`src/rtl/nmr_bstrm_rle_expander.sv`:
```
// Run-length expander: turns {count, pattern} FIFO entries into count+1 consecutive pattern words for the bitstream player.
// Optional macro RLE_UNDERFLOW_CNT_EN adds a saturating 16-bit underflow cycle counter output.
module nmr_bstrm_rle_expander #(
    parameter int BUS_WIDTH = 32,
    parameter int CNT_WIDTH = 16
) (
    input  logic                           CLK,
    input  logic                           RST,
    input  logic [BUS_WIDTH+CNT_WIDTH-1:0] in_data,
    input  logic                           in_empty,
    output logic                           in_rdreq,
    output logic [BUS_WIDTH-1:0]           out_data,
    output logic                           out_valid,
    input  logic                           out_rdreq,
    input  logic                           flush,
    output logic                           underflow
`ifdef RLE_UNDERFLOW_CNT_EN
    ,
    output logic [15:0]                    underflow_cnt
`endif
);

    typedef enum logic [1:0] {
        IDLE  = 2'd0,
        RUN   = 2'd1,
        STALL = 2'd2
    } state_t;

    localparam logic [CNT_WIDTH-1:0] CNT_ONE = {{(CNT_WIDTH-1){1'b0}}, 1'b1};

    state_t               state, state_nxt;
    logic [BUS_WIDTH-1:0] pat_q;
    logic [CNT_WIDTH-1:0] rem_q;
    logic                 underflow_q;

    logic                 load;
    logic                 dec;
    logic                 stall_enter;
    logic                 stall_strobe;
    logic                 last_word;

    assign last_word = (rem_q == '0);

    // NOTE: sequential state uses non-blocking assignments so every register samples pre-edge values.
    always_ff @(posedge CLK or posedge RST) begin
        if (RST) begin
            state <= IDLE;
        end else begin
            state <= state_nxt;
        end
    end

    always_comb begin
        state_nxt = state;
        if (flush) begin
            state_nxt = IDLE;
        end else begin
            case (state)
                IDLE:    if (load)        state_nxt = RUN;
                RUN:     if (stall_enter) state_nxt = STALL;
                STALL:   if (load)        state_nxt = RUN;
                default:                  state_nxt = IDLE;
            endcase
        end
    end

    // NOTE: every combinational output gets a default first so no path can infer a latch.
    always_comb begin
        load         = 1'b0;
        dec          = 1'b0;
        stall_enter  = 1'b0;
        stall_strobe = 1'b0;
        if (!flush) begin
            case (state)
                IDLE: load = !in_empty;
                RUN: begin
                    if (out_rdreq) begin
                        if (!last_word)     dec         = 1'b1;
                        else if (!in_empty) load        = 1'b1;
                        else                stall_enter = 1'b1;
                    end
                end
                STALL: begin
                    load         = !in_empty;
                    stall_strobe = out_rdreq;
                end
                default: ;
            endcase
        end
        // The FIFO must never be popped while reset is held, even though IDLE would otherwise prime.
        in_rdreq  = load & ~RST;
        out_valid = (state != IDLE);
        out_data  = out_valid ? pat_q : '0;
    end

    always_ff @(posedge CLK or posedge RST) begin
        if (RST) begin
            pat_q       <= '0;
            rem_q       <= '0;
            underflow_q <= 1'b0;
        end else if (flush) begin
            pat_q       <= '0;
            rem_q       <= '0;
            underflow_q <= 1'b0;
        end else begin
            if (load) begin
                pat_q <= in_data[BUS_WIDTH-1:0];
                rem_q <= in_data[BUS_WIDTH +: CNT_WIDTH];
            end else if (dec) begin
                rem_q <= rem_q - CNT_ONE;
            end
            if (stall_enter || stall_strobe) begin
                underflow_q <= 1'b1;
            end
        end
    end

    assign underflow = underflow_q;

`ifdef RLE_UNDERFLOW_CNT_EN
    logic [15:0] ucnt_q;

    always_ff @(posedge CLK or posedge RST) begin
        if (RST) begin
            ucnt_q <= '0;
        end else if (flush) begin
            ucnt_q <= '0;
        end else if ((stall_enter || stall_strobe) && (ucnt_q != 16'hFFFF)) begin
            ucnt_q <= ucnt_q + 16'd1;
        end
    end

    assign underflow_cnt = ucnt_q;
`endif

endmodule

```
`config.mk`:
```
export PLATFORM = sky130hd
export DESIGN_NAME = nmr_bstrm_rle_expander
export DESIGN_NICKNAME = d
export VERILOG_FILES = /design/src/rtl/nmr_bstrm_rle_expander.sv
export SDC_FILE = /design/constraint.sdc
export NUM_CORES = 1
export LEC_CHECK = 0
export ABC_CLOCK_PERIOD_IN_PS = 3150
export BUFFER_PORTS_ARGS = -buffer_cell sky130_fd_sc_hd__buf_2
export CAP_MARGIN = 15
export CORE_MARGIN = 2
export CORE_UTILIZATION = 51
export CTS_CLUSTER_DIAMETER = 200
export DETAILED_ROUTE_END_ITERATION = 10
export PLACE_DENSITY = 0.8
export SETUP_SLACK_MARGIN = 0.3
export SLEW_MARGIN = 20
export SYNTH_ARGS = -nofsm -noshare
export SYNTH_HDL_FRONTEND = slang
export SYNTH_SLANG_ARGS = --single-unit
```
`constraint.sdc`:
```
create_clock -name CLK -period 3.15 [get_ports CLK]
set_input_delay 0.1575 -clock CLK [delete_from_list [all_inputs] [get_ports CLK]]
set_output_delay 0.1575 -clock CLK [all_outputs]
set_load 0.005 [all_outputs]
```
* Word level (Yosys, flattened, before mapping)
Cells that the tools add are included.
** Cells by class
- Equality and inequality tests :: 4
- Add/sub/neg operators :: 1
- Bitwise operators :: 2
- Multiplexer cells :: 28
- Reductions and logical operators :: 10
** Operator list (count)
- 32-bit two-way mux :: 3
- 16-bit two-way mux :: 3
- 1-bit two-way mux :: 17
- 16-bit logical NOT :: 1
- 16-bit by 1-bit subtractor with 16-bit output, second input constant :: 1
- 2-bit two-way mux :: 3
- 2-bit nonzero test :: 3
- 2-bit case mux with 2 select lines :: 1
- 3-bit by 1-bit != test with 1-bit output, second input constant :: 1
- 3-bit != test, second input constant :: 1
- 3-bit nonzero test :: 1
- 2-bit by 1-bit equality test with 1-bit output, second input constant :: 1
- 2-bit equality test, second input constant :: 1
- 2-bit logical NOT :: 1
- 1-bit case mux with 2 select lines :: 1
- 2-bit AND reduction :: 1
- 2-bit OR reduction :: 1
- 1-bit AND :: 1
- 1-bit logical NOT :: 1
- 1-bit logical OR :: 1
- 1-bit inverter :: 1
** Storage, ports and cells
- Word-level logic and storage cells :: 49
- Input bits :: 53
- Output and inout bits :: 35
- Register bits after elaboration :: 51

* Depth between registers and ports, before layout
Gate-level depths: netlist (run 1).
- Depth in word-level cells :: 8
- Depth in mapped cells :: 8
- Gate-level depth less buffers :: 6

* Worst setup path before layout (run 1)
No wires, ideal clock.
- Kind :: register to register
- Start :: register rem_q[4]
- End :: register rem_q[13]
- Path buffers :: 0
- Stages on the path, launching flop included :: 6
- Slack :: 0.924 ns
- Data arrival time :: 2.139 ns
- Path through :: dfrtp_1 -> or4_4 -> or2_4 -> or4_1 -> or4b_1 -> o211ai_1
** On the way
- Cells in the longest elaborated chain, start to end :: 7
- Elaborated cells on any way between the ends :: 14
- Classes of those cells :: add/sub (1); mux (11); reduce/logical (2)
** RTL lines
- start: declaration :: RTL line 33 : logic [CNT_WIDTH-1:0] rem_q;
- start signal: assignment :: RTL line 108 : rem_q <= in_data[BUS_WIDTH +: CNT_WIDTH];
- start signal: assignment :: RTL line 110 : rem_q <= rem_q - CNT_ONE;
- branches (longest 7 deep; another with 16-bit by 1-bit subtractor with 16-bit output)
Parallel ways; which one is timed is not known. The select of a mux whose other input is x is not followed.
A chain may end at the register's enable or synchronous reset.

* Worst setup path in the final report (run 1)
- Start :: register rem_q[10]
- End :: register pat_q[13]
** On the way
- Cells in the longest elaborated chain, start to end :: 6
** RTL lines
- 16-bit logical NOT :: RTL line 42 : assign last_word = (rem_q == '0);
- 1-bit two-way mux :: RTL line 78 : if (!last_word) dec = 1'b1;
- 1-bit two-way mux :: RTL line 77 : if (out_rdreq) begin
- 1-bit case mux with 2 select lines :: RTL line 74 : case (state)
- 1-bit two-way mux :: RTL line 73 : if (!flush) begin
- 2-bit nonzero test (no line)
- end signal: assignment :: RTL line 107 : pat_q <= in_data[BUS_WIDTH-1:0];
- end: declaration :: RTL line 32 : logic [BUS_WIDTH-1:0] pat_q;
No other way between the ends.

==> results.ini, run 1 <==
[outcome]
outcome = complete, but fails checks
violations = hold timing

[detailed_routing]
wl_per_cell_um = 14.44
route.met3.wl_um = 372
totalWireLength_um = 6829
dr.pass1.iters = 4
drc = 0
antenna_left = 0
wl_met1_um = 3096
drt_first_iter_violations = 199
top_layer = met4
vias_per_cell = 5.543
vias = 2622
dr_wl_met2_um = 3282

[global_routing]
grt_overflow_total = 0
grt_pass1_vias = 2475
grt_max_degree = 52
antenna_found_initial = 0
track_usage_pct = 23.40
grt_pass1_wl_um = 11390

[setup_path]
critical-path-slowest-cell = a21o_1
critPathArrivalTime_ns = 2.75
cp-end-kind = flip-flop
crit_buf_inv = 1
path_cells = or3_1 -> nor2_1 -> a21o_1 -> buf_4 -> nand2_1 -> a21oi_1
startpoint_type = flip-flop
crit_type = flip-flop to flip-flop
cpPeakStageDelay_ns = 0.54
worstPathRequired_ns = 3.37
crit_family = simple AND/OR/NAND/NOR gates
cp_max_fo = 25

[placement]
dpl_worst_slack_ns = 0.6511
gp_congestion = 0.9333
dp_hpwl_um = 4671
placed_cell_area_um2 = 3252
portBuffers = 87

[floorplan]
die_w_um = 77.69
die_h_um = 77.69
start_util_pct = 53.53
core_area_um2 = 5172
die_area_um2 = 6035
io_pins = 88
rows = 26

[synth]
ys_types = 48
synth_top_cell_area_share_pct = 46.09
synthesis.area_um2 = 2769
netlist_instances = 327
synth_edf_count = 0
synth_flop_cell = dfrtp_1
synth_nets = 382
ys_warn_count = 0
synth_largest_area_cell = dfrtp_1
yosys-top-cells-count = nand2_1, dfrtp_1, a21oi_1
yosys.cell_count.top_type = nand2_1
yosys_register_bits = 51
ys_seq_area_share_pct = 46.09
syn_area_per_cell_um2 = 8.468
async_flop_share_pct = 100.0
synth_area_leaders = dfrtp_1, nand2_1, nor2b_1

[timing]
post-route-period-util_pct = 80.27
fin_crit_ns = 2.528
max_slew.worst_pin.slew_ns = 1.045
slew_violations = 0
max_freq_mhz = 395.5
slew_headroom_pct = 30.15
finalWorstSetupSlack_ns = 0.6216
fin_skew_ns = 0.008701
hold_viol = 3
tns_ns = 0
rsz0062_at_grt = false
whs_ns = -0.01093
setup_viol = 0

[power]
ir_drop_mv = 0.2563
power.density_nw_per_um2 = 496.4
power_leakage_nw = 1.646
power_w = 0.001666

[job]
cap_viol_max_count = 0

[cells_and_area]
drive_above_1_share_pct = 26.55
antenna_cells = 0
area_growth_pct = 21.19
nNetsFinal = 458
final_area_um2 = 3356

[clock_tree]
worstSkewPairLatency_ns = 0.30
cts_made_buffers = 5
clock_path_buffers = 2
htreeDepth = 2
cts_setup_buffers = 0
cts_tree = done
clkTransAtPathRegs_ns = 0.09
cts_root_buf = clkbuf_8
ctsResizeCount = 0
hold_buffers = 0
clkSinkCount = 51

[min_path]
hp-class = input port to async pin

-- final cells by class --
type                            instances  area [um2]
Inverter                                9       35.03
Clock inverter                          1       30.03
Clock buffer                            6       72.57
Fill cell                             483        1817
Multi-Input combinational cell        245        1389
Sequential cell                        51        1276
Timing Repair Buffer                   91       465.4
Tap cell                               70       87.58
-- power by group --
part	switching, W	leakage (nW)	internal (W)
Clock	0.000214	0.0513	0.000233
Combinational	0.000276	0.910	0.000182
Sequential	0.0000494	0.685	0.000711
-- final timing paths --
check	end	startpoint	slack, ns	depth (start not counted)
hold / removal	rem_q[8]	RST	-0.01	2
min in group CLK	pat_q[20]	in_data[20]	0.08	3
max in group asynchronous	rem_q[0]	RST	2.62	2
setup / recovery	pat_q[13]	rem_q[10]	0.62	6
setup reg to reg	pat_q[13]	rem_q[10]	0.62	6
hold reg to reg	rem_q[9]	rem_q[9]	0.51	1
-- routing by layer --
layer / track usage [%] / up-vias
li1: - / 1291
met1: 32.02 / 1249
met2: 37.33 / 75
met3: 4.302 / 7
met4: 8.214 / 0
met5: 0 / -
-- cell families after synthesis --
logic type                 Yosys count  synth area share [%]
AOI/OAI and AO/OA                   82                 18.53
buffers and inverters               31                 4.248
DFF                                 51                 46.09
muxes                                6                 2.169
adders and majority gates            2                0.9036
and+or+nand+nor                    155                 28.06
-- registers in the layout (all words and copies together) (netlist names) --
signal	flops
pat_q	32
rem_q	16
state	2
underflow	1
-- cells in the final DEF, fill, tap and decap left out, types with 2 or more instances in the layout --
cell type / instances
buf_2: 87
nand2_1: 70
dfrtp_1: 51
a21oi_1: 38
nor2b_1: 35
nor2_1: 15
o21ai_0: 9
inv_1: 8
nor4_1: 7
mux2i_1: 6
nand3_1: 5
clkbuf_8: 5
a31oi_1: 4
o2111ai_1: 4
buf_4: 4
or3_1: 3
a22oi_1: 3
nor3_1: 3
a211oi_1: 3
or4_1: 3
or4_4: 2
a41o_1: 2
o32ai_1: 2
o22ai_1: 2
a311oi_1: 2
o31ai_1: 2
ha_1: 2
-- worst register-to-register path: stages, from the launching register on --
cell	delay [ns]
dfrtp_1	0.41
or3_1	0.53
nor2_1	0.34
a21o_1	0.54
buf_4	0.38
nand2_1	0.09
a21oi_1	0.16
-- per-stage QoR --
stage / instances / utilization (%) / hold WS, ns
2_1_floorplan: 327 / - / 0.2825
3_3_place_gp: 466 / 62.87 / 0.3938
3_5_place_dp: 466 / 62.87 / 0.3954
4_1_cts: 473 / 64.85 / 0.07769
5_1_grt: 473 / 64.88 / 0.07500
6_report: 473 / 64.88 / -0.01093
Power figures use the tool's default switching activity.
==> run 2, diff against run 1 <==
--- a/config.mk
+++ b/config.mk
@@ -5,7 +5,7 @@
 export SDC_FILE = /design/constraint.sdc
 export NUM_CORES = 1
 export LEC_CHECK = 0
-export ABC_CLOCK_PERIOD_IN_PS = 3150
+export ABC_CLOCK_PERIOD_IN_PS = 2470
 export BUFFER_PORTS_ARGS = -buffer_cell sky130_fd_sc_hd__buf_2
 export CAP_MARGIN = 15
 export CORE_MARGIN = 2
==> constraint.sdc (replaced) <==
create_clock -name CLK -period 2.47 [get_ports CLK]
set_input_delay 0.1235 -clock CLK [delete_from_list [all_inputs] [get_ports CLK]]
set_output_delay 0.1235 -clock CLK [all_outputs]
set_load 0.005 [all_outputs]
==> results.ini, run 2 (synthesis results as in run 1) <==
[power]
power_leakage_nw = 1.748  ; +6.2%
power_w = 0.002221  ; +33%
swShare_pct = 34.73  ; +2.4 points
internal-power_w = 0.001450  ; +29%
pwr-share-comb_pct = 32.8  ; +5.3 points
switching_power_w = 0.0007713  ; +43%
ir_drop_mv = 0.3622  ; +41%
clkPwrFrac_pct = 23.4  ; -3.4 points
seq_power_share_pct = 43.8  ; -1.9 points
power.density_nw_per_um2 = 621.3  ; +25%

[min_path]
hp-class = input port to flip-flop

[timing]
fin_skew_ns = 0.005380  ; -0.003320 ns
tns_ns = 0  ; unchanged
post-route-period-util_pct = 94.62  ; +14 points
max_slew.worst_pin.slew_ns = 0.6817  ; -0.3638 ns
finalWorstSetupSlack_ns = 0.1328  ; -0.4888 ns
slew_violations = 0  ; unchanged
max_freq_mhz = 427.9  ; +8.2%
slew_headroom_pct = 54.56  ; +24 points
fin_crit_ns = 2.337  ; -0.1912 ns
hold_viol = 0  ; -3
setup_viol = 0  ; unchanged
rsz0062_at_grt = true

[setup_path]
crit_buf_inv = 0  ; -1
worstPathRequired_ns = 2.70  ; -0.67 ns
startpoint_type = flip-flop
critical-path-slowest-cell = or4_4
crit_type = flip-flop to flip-flop
cp-end-kind = flip-flop
path_cells = or4_4 -> or2_4 -> or4_4 -> or4b_1 -> o211ai_1
cp_max_fo = 3  ; -88%
crit_family = simple AND/OR/NAND/NOR gates
cpPeakStageDelay_ns = 0.55  ; about the same
critPathArrivalTime_ns = 2.57  ; -0.18 ns
cp_common_cell = or4_4

[placement]
dpl_worst_slack_ns = 0.1320  ; -0.5191 ns
dp_hpwl_um = 4871  ; +4.3%
gp_congestion = 0.9239  ; -1.0%
placed_cell_area_um2 = 3289  ; +1.2%
portBuffers = 87  ; unchanged

[cells_and_area]
area_growth_pct = 29.10
final_cell_mix = buf_2, nand2_1, dfrtp_1
finalCoreUtilization_pct = 69.11  ; +4.2 points
largest_register_ffs = 32  ; unchanged
reg_top3 = pat_q x32, rem_q x16, state x2
regMostFlops = pat_q
nNetsFinal = 476  ; +3.9%
layout_commonest_cell = buf_2
final_area_um2 = 3575  ; +6.5%
drive_above_1_share_pct = 32.23  ; +5.7 points
antenna_cells = 0  ; unchanged

[clock_tree]
worstSkewPairLatency_ns = 0.31  ; about the same
cts_tree = done
clkSinkCount = 51  ; unchanged
cts_made_buffers = 5  ; unchanged
clock_path_buffers = 2  ; unchanged
cts_root_buf = clkbuf_8
htreeDepth = 2  ; unchanged
clkTransAtPathRegs_ns = 0.10  ; about the same

[detailed_routing]
drt_first_iter_violations = 225  ; +13%
dr.pass1.iters = 7  ; +3
vias_per_cell = 5.717  ; +3.1%
drc = 0  ; unchanged
vias = 2813  ; +7.3%
totalWireLength_um = 7468  ; +9.4%
antenna_left = 0  ; unchanged
wl_per_cell_um = 15.18  ; +5.1%

[job]
cap_viol_max_count = 0  ; unchanged

[floorplan]
io_pins = 88  ; unchanged
core_area_um2 = 5172  ; unchanged
rows = 26  ; unchanged
die_w_um = 77.69  ; unchanged
die_area_um2 = 6035  ; unchanged
die_h_um = 77.69  ; unchanged
start_util_pct = 53.53  ; unchanged

[global_routing]
use_met1_pct = 35.01  ; +3.0 points
grt_use_met3_pct = 4.419  ; +0.12 points
grt_pass1_wl_um = 12150  ; +6.7%
track_usage_pct = 24.99  ; +1.6 points
grt_overflow_total = 0  ; unchanged
antenna_found_initial = 0  ; unchanged
grtUsageMet2_pct = 39.14  ; +1.8 points
grt_busiest_layer = met2
grt_max_degree = 34  ; -35%
grt_pass1_vias = 2615  ; +5.7%

[outcome]
outcome = finished, final reports clean

-- run 2: cell count changes in the layout (fill, tap and decap cells not counted), sizes merged --
cell / before / now
a21oi: 39 / 40
buf: 91 / 107
bufinv: 1 / 0
dlygate4sd3: 0 / 1
clkinvlp: 0 / 1
inv: 8 / 9
-- run 2: power groups by stage --
stage                     Combinational [W]  Clock [W]  Sequential, W
after global routing               0.000802   0.000561       0.000980
after detailed placement           0.000599          0       0.000984
final                              0.000728   0.000521       0.000972
after CTS                          0.000672   0.000523       0.000966
after global placement             0.000588          0       0.000978
after floorplan                    0.000425          0       0.000967
-- run 2: final timing paths --
path	from	end	slack (ns)	cells past startpoint
worst min-delay path	in_data[35]	rem_q[3]	0.03	2
worst max-delay path	rem_q[1]	rem_q[13]	0.13	5
max in group asynchronous	RST	pat_q[10]	1.35	4
worst max register to register	rem_q[1]	rem_q[13]	0.13	5
min in group asynchronous	RST	rem_q[8]	0.36	3
worst min register to register	underflow	underflow	0.49	2
-- run 2: stage by stage --
step                cells  hold WS [ns]
floorplan             327        0.2485
global placement      471        0.1560
detailed placement    471        0.1620
CTS                   488       0.02836
global route          492       0.03336
finish                492       0.02588
-- run 2: final cells by class --
| cell class | count | area, um2 |
|---|---|---|
| clock inverters | 2 | 16.27 |
| inverters | 9 | 33.78 |
| multi-input cells | 246 | 1455 |
| flip-flops and latches | 51 | 1279 |
| clock buffers | 6 | 82.58 |
| repair buffers | 108 | 620.6 |
| fillers | 417 | 1598 |
| well taps | 70 | 87.58 |
-- run 2: repair_timing --
action                                  in CTS  in global routing
endpoints found under the hold margin       20                  0
pin swaps                                    3                  2
endpoints found under the setup margin      38                 46
gates resized for setup                     10                  7
setup buffers                                7                  4
hold buffers                                 1                  0
gates cloned                                 1                  0
-- run 2: layer usage --
metal  vias to the layer above  wire [um]
met5                         -          0
met4                         0        150
met3                        19        516
met2                       121       3607
met1                      1346       3193
li1                       1327          -
